**config.mk**
```make
export PLATFORM = sky130hd
export DESIGN_NAME = garage_door_ctrl_v2
export DESIGN_NICKNAME = d
export VERILOG_FILES = /design/src/rtl/garage_door_pkg.sv /design/src/rtl/gdc_cycle_timer.sv /design/src/rtl/garage_door_ctrl_v2.sv
export SDC_FILE = /design/constraint.sdc
export NUM_CORES = 1
export LEC_CHECK = 0
export CORE_MARGIN = 1
export CORE_UTILIZATION = 51
export DETAILED_ROUTE_END_ITERATION = 10
export PLACE_DENSITY = 0.74
export SLEW_MARGIN = 20
export SYNTH_ARGS = -nofsm -noshare
export SYNTH_HDL_FRONTEND = slang
export SYNTH_SLANG_ARGS = --single-unit
```
**constraint.sdc**
```tcl
create_clock -name CLK -period 1.9 [get_ports CLK]
set_input_delay 0.38 -clock CLK [delete_from_list [all_inputs] [get_ports CLK]]
set_output_delay 0.38 -clock CLK [all_outputs]
set_load 0.03 [all_outputs]
```
**src/rtl/garage_door_pkg.sv**
```systemverilog
// Shared types for the second-generation garage door controller.
package garage_door_pkg;

    typedef enum logic [2:0] {
        ST_IDLE  = 3'd0,
        ST_MV_UP = 3'd1,
        ST_MV_DN = 3'd2,
        ST_DEAD  = 3'd3,
        ST_FAULT = 3'd4
    } gdc_state_e;

    localparam logic DIR_UP = 1'b1;
    localparam logic DIR_DN = 1'b0;

endpackage

```
**src/rtl/gdc_cycle_timer.sv**
```systemverilog
// Clearable cycle counter with a terminal-count compare against a run-time limit.
module gdc_cycle_timer #(
    parameter int unsigned CNT_W = 16
) (
    input  logic             clk_i,
    input  logic             clr_i,
    input  logic             en_i,
    input  logic [CNT_W-1:0] term_i,
    output logic [CNT_W-1:0] count_o,
    output logic             tc_o
);

    logic [CNT_W-1:0] count_q;

    always_ff @(posedge clk_i) begin
        if (clr_i) begin
            count_q <= '0;
        end else if (en_i) begin
            count_q <= count_q + CNT_W'(1);
        end
    end

    assign count_o = count_q;
    assign tc_o    = (count_q == term_i);

endmodule

```
**src/rtl/garage_door_ctrl_v2.sv**
```systemverilog
// Garage door motor controller: edge-triggered activate, stop/reverse,
// obstruction auto-reversal through a dead time, and a run timeout fault.
module garage_door_ctrl_v2
    import garage_door_pkg::*;
#(
    parameter int unsigned RUN_TIMEOUT = 1000,
    parameter int unsigned DEAD_TIME   = 4,
    parameter int unsigned CNT_W       = 16
) (
    input  logic CLK,
    input  logic RST,
    input  logic Activate,
    input  logic Up_max,
    input  logic Dn_max,
    input  logic Obstruct,
    input  logic Clear_fault,
    output logic Up_M,
    output logic Dn_M,
    output logic Fault,
    output logic Busy
);

    localparam logic [CNT_W-1:0] RUN_TERM  = CNT_W'(RUN_TIMEOUT - 1);
    localparam logic [CNT_W-1:0] DEAD_TERM = CNT_W'(DEAD_TIME - 1);

    gdc_state_e       state_q, state_d;
    logic             act_d_q;
    logic             last_dir_q;
    logic             up_m_q, dn_m_q, fault_q, busy_q;
    logic             act;
    logic             busy_st;
    logic             tmr_clr, tmr_tc;
    logic [CNT_W-1:0] tmr_term, cnt;

    assign act      = Activate & ~act_d_q;
    assign busy_st  = (state_q == ST_MV_UP) || (state_q == ST_MV_DN) || (state_q == ST_DEAD);
    assign tmr_term = (state_q == ST_DEAD) ? DEAD_TERM : RUN_TERM;
    assign tmr_clr  = RST || (state_d != state_q);

    // One counter serves both run and dead timing; only the compare target differs.
    gdc_cycle_timer #(.CNT_W(CNT_W)) u_timer (
        .clk_i   (CLK),
        .clr_i   (tmr_clr),
        .en_i    (busy_st),
        .term_i  (tmr_term),
        .count_o (cnt),
        .tc_o    (tmr_tc)
    );

    always_comb begin
        state_d = state_q;
        case (state_q)
            ST_IDLE: begin
                if (act) begin
                    if (Up_max && Dn_max)      state_d = ST_FAULT;
                    else if (Dn_max)           state_d = ST_MV_UP;
                    else if (Up_max)           state_d = ST_MV_DN;
                    else if (last_dir_q == DIR_UP) state_d = ST_MV_DN;
                    else                       state_d = ST_MV_UP;
                end
            end
            ST_MV_UP: begin
                if (Up_max && Dn_max)          state_d = ST_FAULT;
                else if (Up_max)               state_d = ST_IDLE;
                else if (tmr_tc)               state_d = ST_FAULT;
                else if (act)                  state_d = ST_IDLE;
            end
            ST_MV_DN: begin
                if (Up_max && Dn_max)          state_d = ST_FAULT;
                else if (Dn_max)               state_d = ST_IDLE;
                else if (Obstruct)             state_d = ST_DEAD;
                else if (tmr_tc)               state_d = ST_FAULT;
                else if (act)                  state_d = ST_IDLE;
            end
            ST_DEAD: begin
                if (Up_max)                    state_d = ST_IDLE;
                else if (tmr_tc)               state_d = ST_MV_UP;
            end
            ST_FAULT: begin
                if (Clear_fault && !(Up_max && Dn_max)) state_d = ST_IDLE;
            end
            default:                           state_d = ST_IDLE;
        endcase
    end

    // Outputs are decoded from the next state so they line up with state_q.
    always_ff @(posedge CLK) begin
        if (RST) begin
            state_q    <= ST_IDLE;
            act_d_q    <= 1'b0;
            last_dir_q <= DIR_DN;
            up_m_q     <= 1'b0;
            dn_m_q     <= 1'b0;
            fault_q    <= 1'b0;
            busy_q     <= 1'b0;
        end else begin
            state_q <= state_d;
            act_d_q <= Activate;
            if (state_d != state_q) begin
                if (state_d == ST_MV_UP)      last_dir_q <= DIR_UP;
                else if (state_d == ST_MV_DN) last_dir_q <= DIR_DN;
            end
            up_m_q  <= (state_d == ST_MV_UP);
            dn_m_q  <= (state_d == ST_MV_DN);
            fault_q <= (state_d == ST_FAULT);
            busy_q  <= (state_d == ST_MV_UP) || (state_d == ST_MV_DN) || (state_d == ST_DEAD);
        end
    end

    a_cnt_bound: assert property (@(posedge CLK) disable iff (RST) busy_st |-> (cnt <= tmr_term));

    assign Up_M  = up_m_q;
    assign Dn_M  = dn_m_q;
    assign Fault = fault_q;
    assign Busy  = busy_q;

endmodule

```
==> impl_metrics.json, run 1 <==
{
  "switching_share": 0.2826,
  "min-delay-path-class": "register to register",
  "synth.yosys.warnings": 0,
  "cts.hold.buffers_added": 0,
  "placement.io_buffers": 10,
  "detailedPlacementHpwl_um": 2389,
  "cts_inserted_buffers": 3,
  "die-width_um": 52.85,
  "static-leakage-power_nw": 0.7261,
  "crit_type": "register to register",
  "detail_route.drc_violations": 0,
  "first_pass_iters": 4,
  "synth-async-reset-ratio": 0,
  "failed_checks": "setup timing",
  "post_synthesis_instance_total": 152,
  "run_status": "finished with violations",
  "timing.rr.end": "u_timer.count_o[12]",
  "worst_ep_arrival_time_ps": 2190,
  "cts.sinks": 25,
  "ys_seq_area_frac": 0.3795,
  "count_of_standard_cell_rows": 18,
  "min-delay-start": "last_dir_q",
  "numPlacedInstances": 220,
  "timing.clock.skew_ps": 8.372,
  "count_of_final_hold_check_violations": 0,
  "nets": 210,
  "fmax_mhz": 509.5,
  "critical_path.top_delay_family": "compound AO/OA/AOI/OAI gates",
  "wirelength_met1_um": 1427,
  "critPathMaxStageDelay_ps": 400,
  "startpoint_type": "register",
  "place_area_sq_mm": 0.001670,
  "cell_depth_of_the_worst_flop_to_flop_path": 8,
  "n_fill_cell": 173,
  "wirelength_um": 3516,
  "worstHoldPathCells": 2,
  "critical-path-slowest-cell": "sky130_fd_sc_hd__dfxtp_2",
  "dr.first_iter.drc_count": 43,
  "worst_ir_drop_vdd_mv": 0.4948,
  "final_antenna_net_count": 0,
  "final_min_period_over_clock_period": 1.033,
  "critical_path.max_fanout": 8,
  "finalSetupViolations": 19,
  "synth_fp_nets": 160,
  "routabilityCongestion": 0.9014,
  "wire_length_of_the_first_global_routing_pass_um": 5444,
  "antenna_cells": 0,
  "power.clock.fraction": 0.251,
  "worst-endpoint-required_ps": 2120,
  "cts-htree-levels": 1,
  "syn-cell-area_sq_mm": 0.001319,
  "average_routed_wire_per_standard_cell_um": 15.22,
  "p_comb_frac": 0.199,
  "stdcell_area_sq_mm": 0.001861,
  "route.met3.wl_um": 136,
  "areaGrowthSynthToFinish_pct": 41.08,
  "clkTransAtPathRegs_ps": 150,
  "critical_path.n_buffers_inverters": 2,
  "groute.usage.overall": 0.2758,
  "fin_cells": 231,
  "holdPathEnd": "last_dir_q",
  "vias_in_the_first_global_route": 1225,
  "ctsLongestPathBuffers": 2,
  "synth.ff_latch_count": 25,
  "power-per-cell-area_mw_per_mm2": 530.5,
  "routed.top_layer": "met4",
  "cts_root_buf": "sky130_fd_sc_hd__clkbuf_4",
  "die_area_sq_mm": 0.002793,
  "antenna_violations_before_repair": 0,
  "slew-limit-headroom": 0.6760,
  "synth-main-ff-cell": "sky130_fd_sc_hd__dfxtp_1",
  "drive_gt1_frac": 0.3483,
  "max_slew_violations": 0,
  "tritoncts": "yes",
  "pre_cts_ws_ps": -424.1,
  "tightestPinTransition_ps": 481.9,
  "avgSynthCellArea_sq_um": 8.676,
  "largest_area_contributor_in_the_netlist": "sky130_fd_sc_hd__dfxtp_1",
  "core_sq_mm": 0.002455,
  "crit_path_end_kind": "register",
  "drv_cap": 0,
  "via_per_inst": 5.801,
  "global_route.overflow_total": 0,
  "io-pin-count": 11,
  "layout_min_cycle_time_ps": 1963,
  "p_seq_frac": 0.550,
  "wl_met2_um": 1816,
  "finalWorstSetupSlack_ps": -62.73,
  "grt_max_degree": 16,
  "path_cells": "and4_4 > o2111ai_4 > a211oi_2 > nor2_2 > buf_4 > o311ai_4 > buf_6 > nor2_1",
  "rrSetupSlack_ps": -60,
  "reg2reg_launch_point": "u_timer.count_o[5]",
  "start_util": 0.5372,
  "netlist-cell-type-count": 42,
  "detailroute.via_count": 1340,
  "grt_setup_unrepaired": "yes",
  "netSwitchingPower_w": 0.0002790,
  "synth_top_cells_by_area": "sky130_fd_sc_hd__dfxtp_1, sky130_fd_sc_hd__nor2_1, sky130_fd_sc_hd__xor2_1, sky130_fd_sc_hd__a21oi_1, sky130_fd_sc_hd__xnor2_1",
  "clock_insertion_delay_worst_skew_ps": 330,
  "dieHeight_um": 52.85,
  "synth.top_cell.area_share": 0.3795,
  "total_negative_slack_ps": -838.8,
  "synth-edff-count": 0,
  "internal_power_w": 0.0007080
}
metrics by stage:
stage / util / hold slack (ps) / total power [W]
2_1_floorplan: - / 451.6 / 0.0006624
3_3_place_gp: 0.6804 / 503.2 / 0.0007166
3_5_place_dp: 0.6804 / 531.8 / 0.0007216
4_1_cts: 0.7283 / 552.7 / 0.0009793
5_1_grt: 0.7579 / 570.3 / 0.001030
6_report: 0.7579 / 552.2 / 0.0009870
synth_stat cells (2+ instances only):
cell / count
sky130_fd_sc_hd__o211ai_1: 2
sky130_fd_sc_hd__nand4_1: 5
sky130_fd_sc_hd__nor3b_1: 2
sky130_fd_sc_hd__o211a_1: 2
sky130_fd_sc_hd__nand2b_1: 3
sky130_fd_sc_hd__nand3_1: 7
sky130_fd_sc_hd__a211oi_1: 2
sky130_fd_sc_hd__nor3_1: 3
sky130_fd_sc_hd__dfxtp_1: 25
sky130_fd_sc_hd__xor2_1: 10
sky130_fd_sc_hd__inv_1: 4
sky130_fd_sc_hd__nor4b_1: 2
sky130_fd_sc_hd__a21oi_1: 9
sky130_fd_sc_hd__nor2b_1: 5
sky130_fd_sc_hd__nand2_1: 6
sky130_fd_sc_hd__nor2_1: 28
sky130_fd_sc_hd__o22ai_1: 2
sky130_fd_sc_hd__and3_1: 5
sky130_fd_sc_hd__xnor2_1: 5
sky130_fd_sc_hd__buf_2: 3
metal layers:
metal  vias to the layer above  global-route usage
met4                         0              0.1447
met5                         -                   0
met3                        16             0.04885
met2                        50              0.4768
li1                        647                   -
met1                       627              0.3199
worst min-delay path, delay by kind of cell, from the launching register on:
kind | cells | cell delay, ps
AO/OA/AOI/OAI | 1 | 70
flip-flops | 1 | 360
AND/OR/NAND/NOR | 1 | 100
cell usage in the layout, fill, tap and decap left out, types with 2 or more instances in the layout:
cell                              instances
sky130_fd_sc_hd__o211a_1                  2
sky130_fd_sc_hd__nor2_1                  24
sky130_fd_sc_hd__xnor2_1                  5
sky130_fd_sc_hd__xor2_1                  10
sky130_fd_sc_hd__inv_1                    4
sky130_fd_sc_hd__nor3_1                   2
sky130_fd_sc_hd__dfxtp_1                 18
sky130_fd_sc_hd__dfxtp_2                  6
sky130_fd_sc_hd__nand2b_1                 3
sky130_fd_sc_hd__nor4_4                   2
sky130_fd_sc_hd__nor2b_1                  5
sky130_fd_sc_hd__a21oi_1                  8
sky130_fd_sc_hd__nand3_1                  7
sky130_fd_sc_hd__clkbuf_4                 3
sky130_fd_sc_hd__nor2_2                   4
sky130_fd_sc_hd__buf_6                    2
sky130_fd_sc_hd__nand2_1                  6
sky130_fd_sc_hd__o211ai_1                 2
sky130_fd_sc_hd__clkdlybuf4s50_1         10
sky130_fd_sc_hd__and3_1                   5
sky130_fd_sc_hd__buf_4                   38
sky130_fd_sc_hd__nor3b_1                  2
sky130_fd_sc_hd__nand4_1                  5
worst max-delay path by stage:
stage	start	endpoint	slack, ps	cells past startpoint
floorplan	u_timer.count_o[2]	u_timer.count_o[0]	60	7
CTS	u_timer.count_o[12]	last_dir_q	-40	7
detailed placement	Activate	u_timer.count_o[12]	-420	7
finish	u_timer.count_o[5]	u_timer.count_o[12]	-60	8
global placement	Dn_max	u_timer.count_o[13]	-330	7
global route	u_timer.count_o[13]	u_timer.count_o[6]	-170	8
power groups by stage:
stage	clock (W)	sequential [W]	combinational [W]
finish	0.000248	0.000542	0.000197
CTS	0.000257	0.000544	0.000178
global route	0.000275	0.000544	0.000211
detailed placement	0	0.000555	0.000166
global placement	0	0.000554	0.000162
floorplan	0	0.000563	0.0000995
cells by family (layout without fill, tap and decap cells):
logic type / Yosys count / count (layout) / synth area share
flip-flops: 25 / 25 / 0.3795
buffers and inverters: 9 / 58 / 0.03700
AO/OA/AOI/OAI: 29 / 29 / 0.1831
AND/OR/NAND/NOR: 72 / 72 / 0.2837
adder cells (fa/ha/maj): 1 / 1 / 0.009486
XOR/XNOR: 15 / 15 / 0.09962
multiplexers: 1 / 1 / 0.007590
cell type report:
| type | instances | area [sq um] | area share |
|---|---|---|---|
| Clock buffer | 3 | 22.52 | 0.01210 |
| Sequential cell | 25 | 511.7 | 0.2751 |
| Inverter | 4 | 15.01 | 0.008070 |
| Clock inverter | 1 | 7.507 | 0.004035 |
| Tap cell | 30 | 37.54 | 0.02017 |
| Multi-Input combinational cell | 118 | 858.3 | 0.4613 |
| Timing Repair Buffer | 50 | 407.9 | 0.2192 |
state kept, by name (all words and copies together), names as in the netlist:
register	flops
Dn_M	1
act_d_q	1
last_dir_q	1
Up_M	1
u_timer.count_o	16
Fault	1
state_q	3
Busy	1
timing repair:
action,in CTS,in global routing
pin swaps,9,8
resized for setup,12,15
setup endpoints to repair,21,22
setup buffers,5,2
Power figures use the tool's default switching activity.
==> inputs of run 2 (changes only) <==
ABC_CLOCK_PERIOD_IN_PS = 1900   (was default)
CORE_UTILIZATION = 53   (was 51)
CTS_BUF_LIST = sky130_fd_sc_hd__clkbuf_2 sky130_fd_sc_hd__clkbuf_4 sky130_fd_sc_hd__clkbuf_8   (was default)
GPL_TIMING_DRIVEN = 0   (was default)
PLACE_DENSITY = 0.77   (was 0.74)
==> run 2 against run 1 <==
The flow still finishes with violations (setup timing). Sequential share of layout area rose by 4.1 points. Register-to-register slack better by 60 ps. Flip-flop and latch count did not move. Critical path depth is 1 lower. Clock skew is 5.9 ps lower. Design area is 10% lower. Hold slack got worse by 11 ps. Global-route usage fell by 3.9 points. Via count shrank 9.5%.
==> impl_metrics.json, run 2 (synthesis results as in run 1) <==
{
  "detailedPlacementHpwl_um": 2021,
  "grt_util_met3": 0.03509,
  "cts_root_buf": "sky130_fd_sc_hd__clkbuf_4",
  "wirelength_um": 2934,
  "placement.io_buffers": 10,
  "run_status": "finished with violations",
  "final_min_period_over_clock_period": 1.001,
  "netSwitchingPower_w": 0.0002680,
  "layout_common_cells": "sky130_fd_sc_hd__nor2_1, sky130_fd_sc_hd__dfxtp_1, sky130_fd_sc_hd__xor2_1, sky130_fd_sc_hd__clkdlybuf4s50_1, sky130_fd_sc_hd__a21oi_1",
  "fin_hold_ws_ps": 541.7,
  "worst_ep_arrival_time_ps": 2130,
  "internal_power_w": 0.0006929,
  "multi_input_comb_area_sq_um": 852.1,
  "routabilityCongestion": 0.9087,
  "finalWorstSetupSlack_ps": -2.676,
  "power.clock.fraction": 0.255,
  "startpoint_type": "register",
  "p_comb_frac": 0.188,
  "path_cells": "and4_2 > o2111ai_4 > a211oi_2 > nor2_2 > o311ai_4 > buf_6 > nor2_1",
  "n_fill_cell": 167,
  "worst_ir_drop_vdd_mv": 0.5298,
  "die_area_sq_mm": 0.002692,
  "via_per_inst": 6.005,
  "areaGrowthSynthToFinish_pct": 26.38,
  "power-per-cell-area_mw_per_mm2": 576.6,
  "total_negative_slack_ps": -3.159,
  "cts-htree-levels": 1,
  "static-leakage-power_nw": 0.5969,
  "switching_share": 0.2789,
  "clock_insertion_delay_worst_skew_ps": 320,
  "finalSetupViolations": 2,
  "tritoncts": "yes",
  "grt_max_degree": 16,
  "pre_cts_ws_ps": -397.0,
  "tightestPinTransition_ps": 476.1,
  "die-width_um": 51.88,
  "vias_in_the_first_global_route": 1111,
  "ctsLongestPathBuffers": 2,
  "min-delay-path-class": "register to register",
  "dr.first_iter.drc_count": 16,
  "layout_min_cycle_time_ps": 1903,
  "count_of_standard_cell_rows": 17,
  "largest_reg_flops": 16,
  "clkTransAtPathRegs_ps": 140,
  "io-pin-count": 11,
  "place_area_sq_mm": 0.001454,
  "grt_most_used_layer": "met2",
  "layout.cells.most_common": "sky130_fd_sc_hd__nor2_1",
  "critical-path-slowest-cell": "sky130_fd_sc_hd__dfxtp_4",
  "layout.area.seq_sq_um": 526.8,
  "antenna_cells": 0,
  "grt_setup_unrepaired": "yes",
  "critPathMaxStageDelay_ps": 410,
  "slew-limit-headroom": 0.6799,
  "cts_inserted_buffers": 3,
  "timing.clock.skew_ps": 2.507,
  "detailroute.via_count": 1213,
  "drv_cap": 0,
  "fmax_mhz": 525.6,
  "groute.usage.overall": 0.2364,
  "post-route-util": 0.7323,
  "final_antenna_net_count": 0,
  "first_pass_iters": 4,
  "antenna_violations_before_repair": 0,
  "gr-usage-met2": 0.4231,
  "p_seq_frac": 0.556,
  "crit_type": "register to register",
  "worst-endpoint-required_ps": 2130,
  "dieHeight_um": 51.88,
  "failed_checks": "setup timing",
  "drive_gt1_frac": 0.2529,
  "met1_usage": 0.2898,
  "max_slew_violations": 0,
  "average_routed_wire_per_standard_cell_um": 14.52,
  "start_util": 0.5794,
  "stdcell_area_sq_mm": 0.001667,
  "detail_route.drc_violations": 0,
  "cts.sinks": 25,
  "global_route.overflow_total": 0,
  "nets": 183,
  "core_sq_mm": 0.002276,
  "critical_path.max_fanout": 6,
  "count_of_final_hold_check_violations": 0,
  "wire_length_of_the_first_global_routing_pass_um": 4781,
  "crit_path_end_kind": "register"
}
## run 2: layer usage
metal  up-vias  wire length, um  part of all wire
met4         0               36             0.012
met2        32             1479              0.50
met5         -                0                 0
met1       586             1296              0.44
li1        590                -                 -
met3         5              121             0.041
## run 2: layout make-up
cell class                      count  area share
Clock buffer                        3     0.01351
Sequential cell                    25      0.3161
Multi-Input combinational cell    118      0.5113
Buffer                              5     0.02402
Clock inverter                      1    0.004505
Timing Repair Buffer               18      0.1006
Inverter                            4    0.009009
Tap cell                           28     0.02102
## run 2: final timing paths
check                                      endpoint  depth (start not counted)  slack (ps)          startpoint
worst max-delay path            u_timer.count_o[10]                          7          -3  u_timer.count_o[7]
worst min-delay path                     last_dir_q                          2         540          last_dir_q
worst max register to register  u_timer.count_o[10]                          7          -3  u_timer.count_o[7]
worst min register to register           last_dir_q                          2         540          last_dir_q
## run 2: power by group through the flow
stage,combinational (W),sequential (W),clock (W)
after floorplan,0.0000995,0.000563,0
after global placement,0.000155,0.000554,0
after detailed placement,0.000158,0.000554,0
after CTS,0.000174,0.000540,0.000252
after global routing,0.000196,0.000536,0.000274
final,0.000181,0.000535,0.000245
## run 2: critical path: cells and delay by family, from the launching register on
kind / cells / cell delay, ps
buffers and inverters: 1 / 170
AO/OA/AOI/OAI: 3 / 810
flip-flops: 1 / 410
AND/OR/NAND/NOR: 3 / 430
## run 2: what timing repair did
item / 4_1_cts / 5_1_grt
pin swaps: 5 / 7
gates resized for setup: 17 / 18
setup buffers: 4 / 3
endpoints found under the setup margin: 17 / 19
hold buffers: 0 / 0
gates cloned: 1 / 0
## run 2: per-stage QoR
step / cells / total power, W
after global placement: 190 / 0.0007086
after CTS: 199 / 0.0009660
after detailed placement: 190 / 0.0007120
after floorplan: 152 / 0.0006624
after global routing: 202 / 0.001006
final: 202 / 0.0009609
==> inputs of run 3 (changes only) <==
ABC_AREA = 1   (was default)
CORE_UTILIZATION = 54   (was 53)
PLACE_DENSITY = 0.78   (was 0.77)
==> run 3 against run 2 <==
The run now ends clean. Critical endpoint is now u_timer.count_o[7]. Utilization is 0.30 points higher. First-iteration DRC count rose by 6.3%. Via count increased by 1.8%. Highest routed layer unchanged. Largest power group unchanged.
==> impl_metrics.json, run 3 <==
{
  "global_route.overflow_total": 0,
  "worstHoldPathCells": 2,
  "synth.ff_latch_count": 25,
  "detailedPlacementHpwl_um": 1993,
  "synth_top_cells_by_area": "sky130_fd_sc_hd__dfxtp_1, sky130_fd_sc_hd__nand2_1, sky130_fd_sc_hd__nor2_1, sky130_fd_sc_hd__inv_1, sky130_fd_sc_hd__nand3_1",
  "synth-async-reset-ratio": 0,
  "grt_util_met3": 0.02899,
  "avgSynthCellArea_sq_um": 7.118,
  "tightestPinTransition_ps": 355.0,
  "fmax_mhz": 552.4,
  "final_antenna_net_count": 0,
  "synth_common_cells": "sky130_fd_sc_hd__nand2_1, sky130_fd_sc_hd__nor2_1, sky130_fd_sc_hd__inv_1",
  "cts.sinks": 25,
  "post_synthesis_instance_total": 193,
  "reg2reg_launch_point": "u_timer.count_o[8]",
  "synth.top_cell.area_share": 0.3643,
  "synth.yosys.warnings": 0,
  "largest_reg_flops": 16,
  "crit_path_end_kind": "register",
  "wire_length_of_the_first_global_routing_pass_um": 4429,
  "dieHeight_um": 52.44,
  "count_of_standard_cell_rows": 17,
  "layout_common_cells": "sky130_fd_sc_hd__nand2_1, sky130_fd_sc_hd__nor2_1, sky130_fd_sc_hd__inv_1",
  "power-per-cell-area_mw_per_mm2": 680.8,
  "clkTransAtPathRegs_ps": 140,
  "placement.io_buffers": 9,
  "cts_inserted_buffers": 3,
  "detailroute.via_count": 1235,
  "worst_ep_arrival_time_ps": 2070,
  "total_negative_slack_ps": 0,
  "crit_type": "register to register",
  "io-pin-count": 11,
  "via_per_inst": 5.146,
  "detail_route.drc_violations": 0,
  "synth-edff-count": 0,
  "routabilityCongestion": 0.8952,
  "ys_seq_area_frac": 0.3643,
  "min-delay-path-class": "input port to register",
  "average_routed_wire_per_standard_cell_um": 12.06,
  "most_instantiated_library_cell_after_synthesis": "sky130_fd_sc_hd__nand2_1",
  "synth_fp_nets": 201,
  "start_util": 0.5980,
  "slew-limit-headroom": 0.7633,
  "critical_path.max_fanout": 7,
  "nets": 221,
  "layout_min_cycle_time_ps": 1810,
  "holdPathEnd": "state_q[1]",
  "drv_cap": 0,
  "antenna_cells": 0,
  "startpoint_type": "register",
  "synth-main-ff-cell": "sky130_fd_sc_hd__dfxtp_1",
  "grt_max_degree": 15,
  "rrSetupSlack_ps": 90,
  "wirelength_um": 2894,
  "areaGrowthSynthToFinish_pct": 22.95,
  "grt_most_used_layer": "met2",
  "cts-htree-levels": 1,
  "ctsLongestPathBuffers": 2,
  "dr.first_iter.drc_count": 17,
  "worst-endpoint-required_ps": 2160,
  "final_min_period_over_clock_period": 0.9528,
  "antenna_violations_before_repair": 0,
  "gr-usage-met2": 0.4156,
  "die_area_sq_mm": 0.002750,
  "core_sq_mm": 0.002297,
  "die-width_um": 52.44,
  "timing.rr.end": "u_timer.count_o[7]",
  "groute.usage.overall": 0.2162,
  "static-leakage-power_nw": 0.6801,
  "timing.clock.skew_ps": 5.327,
  "max_slew_violations": 0,
  "syn-cell-area_sq_mm": 0.001374,
  "netlist-cell-type-count": 26,
  "drive_gt1_frac": 0.2925,
  "count_of_final_hold_check_violations": 0,
  "clock_insertion_delay_worst_skew_ps": 310,
  "fin_hold_ws_ps": 400.8,
  "finalSetupViolations": 0,
  "cell_depth_of_the_worst_flop_to_flop_path": 13,
  "min-delay-start": "RST",
  "worst_ir_drop_vdd_mv": 0.5471,
  "cts.hold.buffers_added": 0,
  "vias_in_the_first_global_route": 1125,
  "layout.cells.most_common": "sky130_fd_sc_hd__nand2_1",
  "first_pass_iters": 4,
  "largest_area_contributor_in_the_netlist": "sky130_fd_sc_hd__dfxtp_1",
  "run_status": "finished clean",
  "power.total_w": 0.001150,
  "met1_usage": 0.2367,
  "cts_root_buf": "sky130_fd_sc_hd__clkbuf_4",
  "tritoncts": "yes"
}
## run 3: cell types whose count changed after synthesis, sizes merged, moves of 5 or more
cell	change
and3	-5
inv	+24
nand2	+34
nand3	+11
nor2	+12
nor2b	-5
## run 3: cell type report
class,instances,area [sq um]
Multi-Input combinational cell,138,824.5
Tap cell,28,35.03
Timing Repair Buffer,15,156.4
Clock buffer,3,22.52
Clock inverter,1,5.005
Buffer,2,23.77
Sequential cell,25,516.7
Inverter,28,105.1
Fill cell,187,608.1
## run 3: what timing repair did
action / in CTS / in global routing
pin swaps: 0 / 8
setup buffers: 0 / 5
setup endpoints to repair: 11 / 17
gates cloned: 0 / 1
resized for setup: 8 / 32
## run 3: through the flow
step,cells,setup WS (ps),util,instance area [sq um]
global placement,230,-414.0,0.6525,1499
CTS,234,7.410,0.6727,1545
detailed placement,230,-443.3,0.6525,1499
finish,240,89.59,0.7353,1689
global route,240,-63.83,0.7353,1689
floorplan,193,225.9,-,1374
## run 3: kinds of logic (layout without fill, tap and decap cells)
kind of cell / after synthesis / after routing / synth area share
AND/OR/NAND/NOR: 113 / 113 / 0.4089
buffers and inverters: 30 / 49 / 0.08743
adder cells (fa/ha/maj): 1 / 1 / 0.009106
multiplexers: 1 / 1 / 0.007286
flip-flops: 25 / 25 / 0.3643
AO/OA/AOI/OAI: 9 / 9 / 0.03370
XOR/XNOR: 14 / 14 / 0.08925
## run 3: how the worst max path moves through the flow
stage	from	endpoint	slack (ps)	cells after the start
after global placement	Activate	u_timer.count_o[0]	-410	15
after floorplan	u_timer.count_o[0]	u_timer.count_o[4]	230	13
final	u_timer.count_o[8]	u_timer.count_o[7]	90	13
after global routing	u_timer.count_o[8]	u_timer.count_o[5]	-60	13
after CTS	Activate	u_timer.count_o[8]	7	16
after detailed placement	Activate	u_timer.count_o[5]	-440	16
## run 3: critical path, cell delays in order, from the launching register on
cell and delay, ps:
sky130_fd_sc_hd__dfxtp_1 430, sky130_fd_sc_hd__nand2_1 100, sky130_fd_sc_hd__nor2_1 140, sky130_fd_sc_hd__nand3_2 90, sky130_fd_sc_hd__nand2_2 80, sky130_fd_sc_hd__nand3_4 100
sky130_fd_sc_hd__nand2_1 80, sky130_fd_sc_hd__nand2_1 50, sky130_fd_sc_hd__nand2_1 80, sky130_fd_sc_hd__nand3_1 100, sky130_fd_sc_hd__nand2_2 100, sky130_fd_sc_hd__nand3_4 130
sky130_fd_sc_hd__clkbuf_16 200, sky130_fd_sc_hd__nor2_2 60
## run 3: power breakdown
part / switching (W) / internal, W
clock: 0.000162 / 0.0000785
sequential: 0.0000226 / 0.000550
combinational: 0.000187 / 0.000151
total: 0.000371 / 0.000779
## run 3: layer usage
| layer | routed length [um] | vias up |
|---|---|---|
| met3 | 57 | 4 |
| li1 | - | 649 |
| met2 | 1562 | 18 |
| met4 | 45 | 0 |
| met1 | 1228 | 564 |
| met5 | 0 | - |
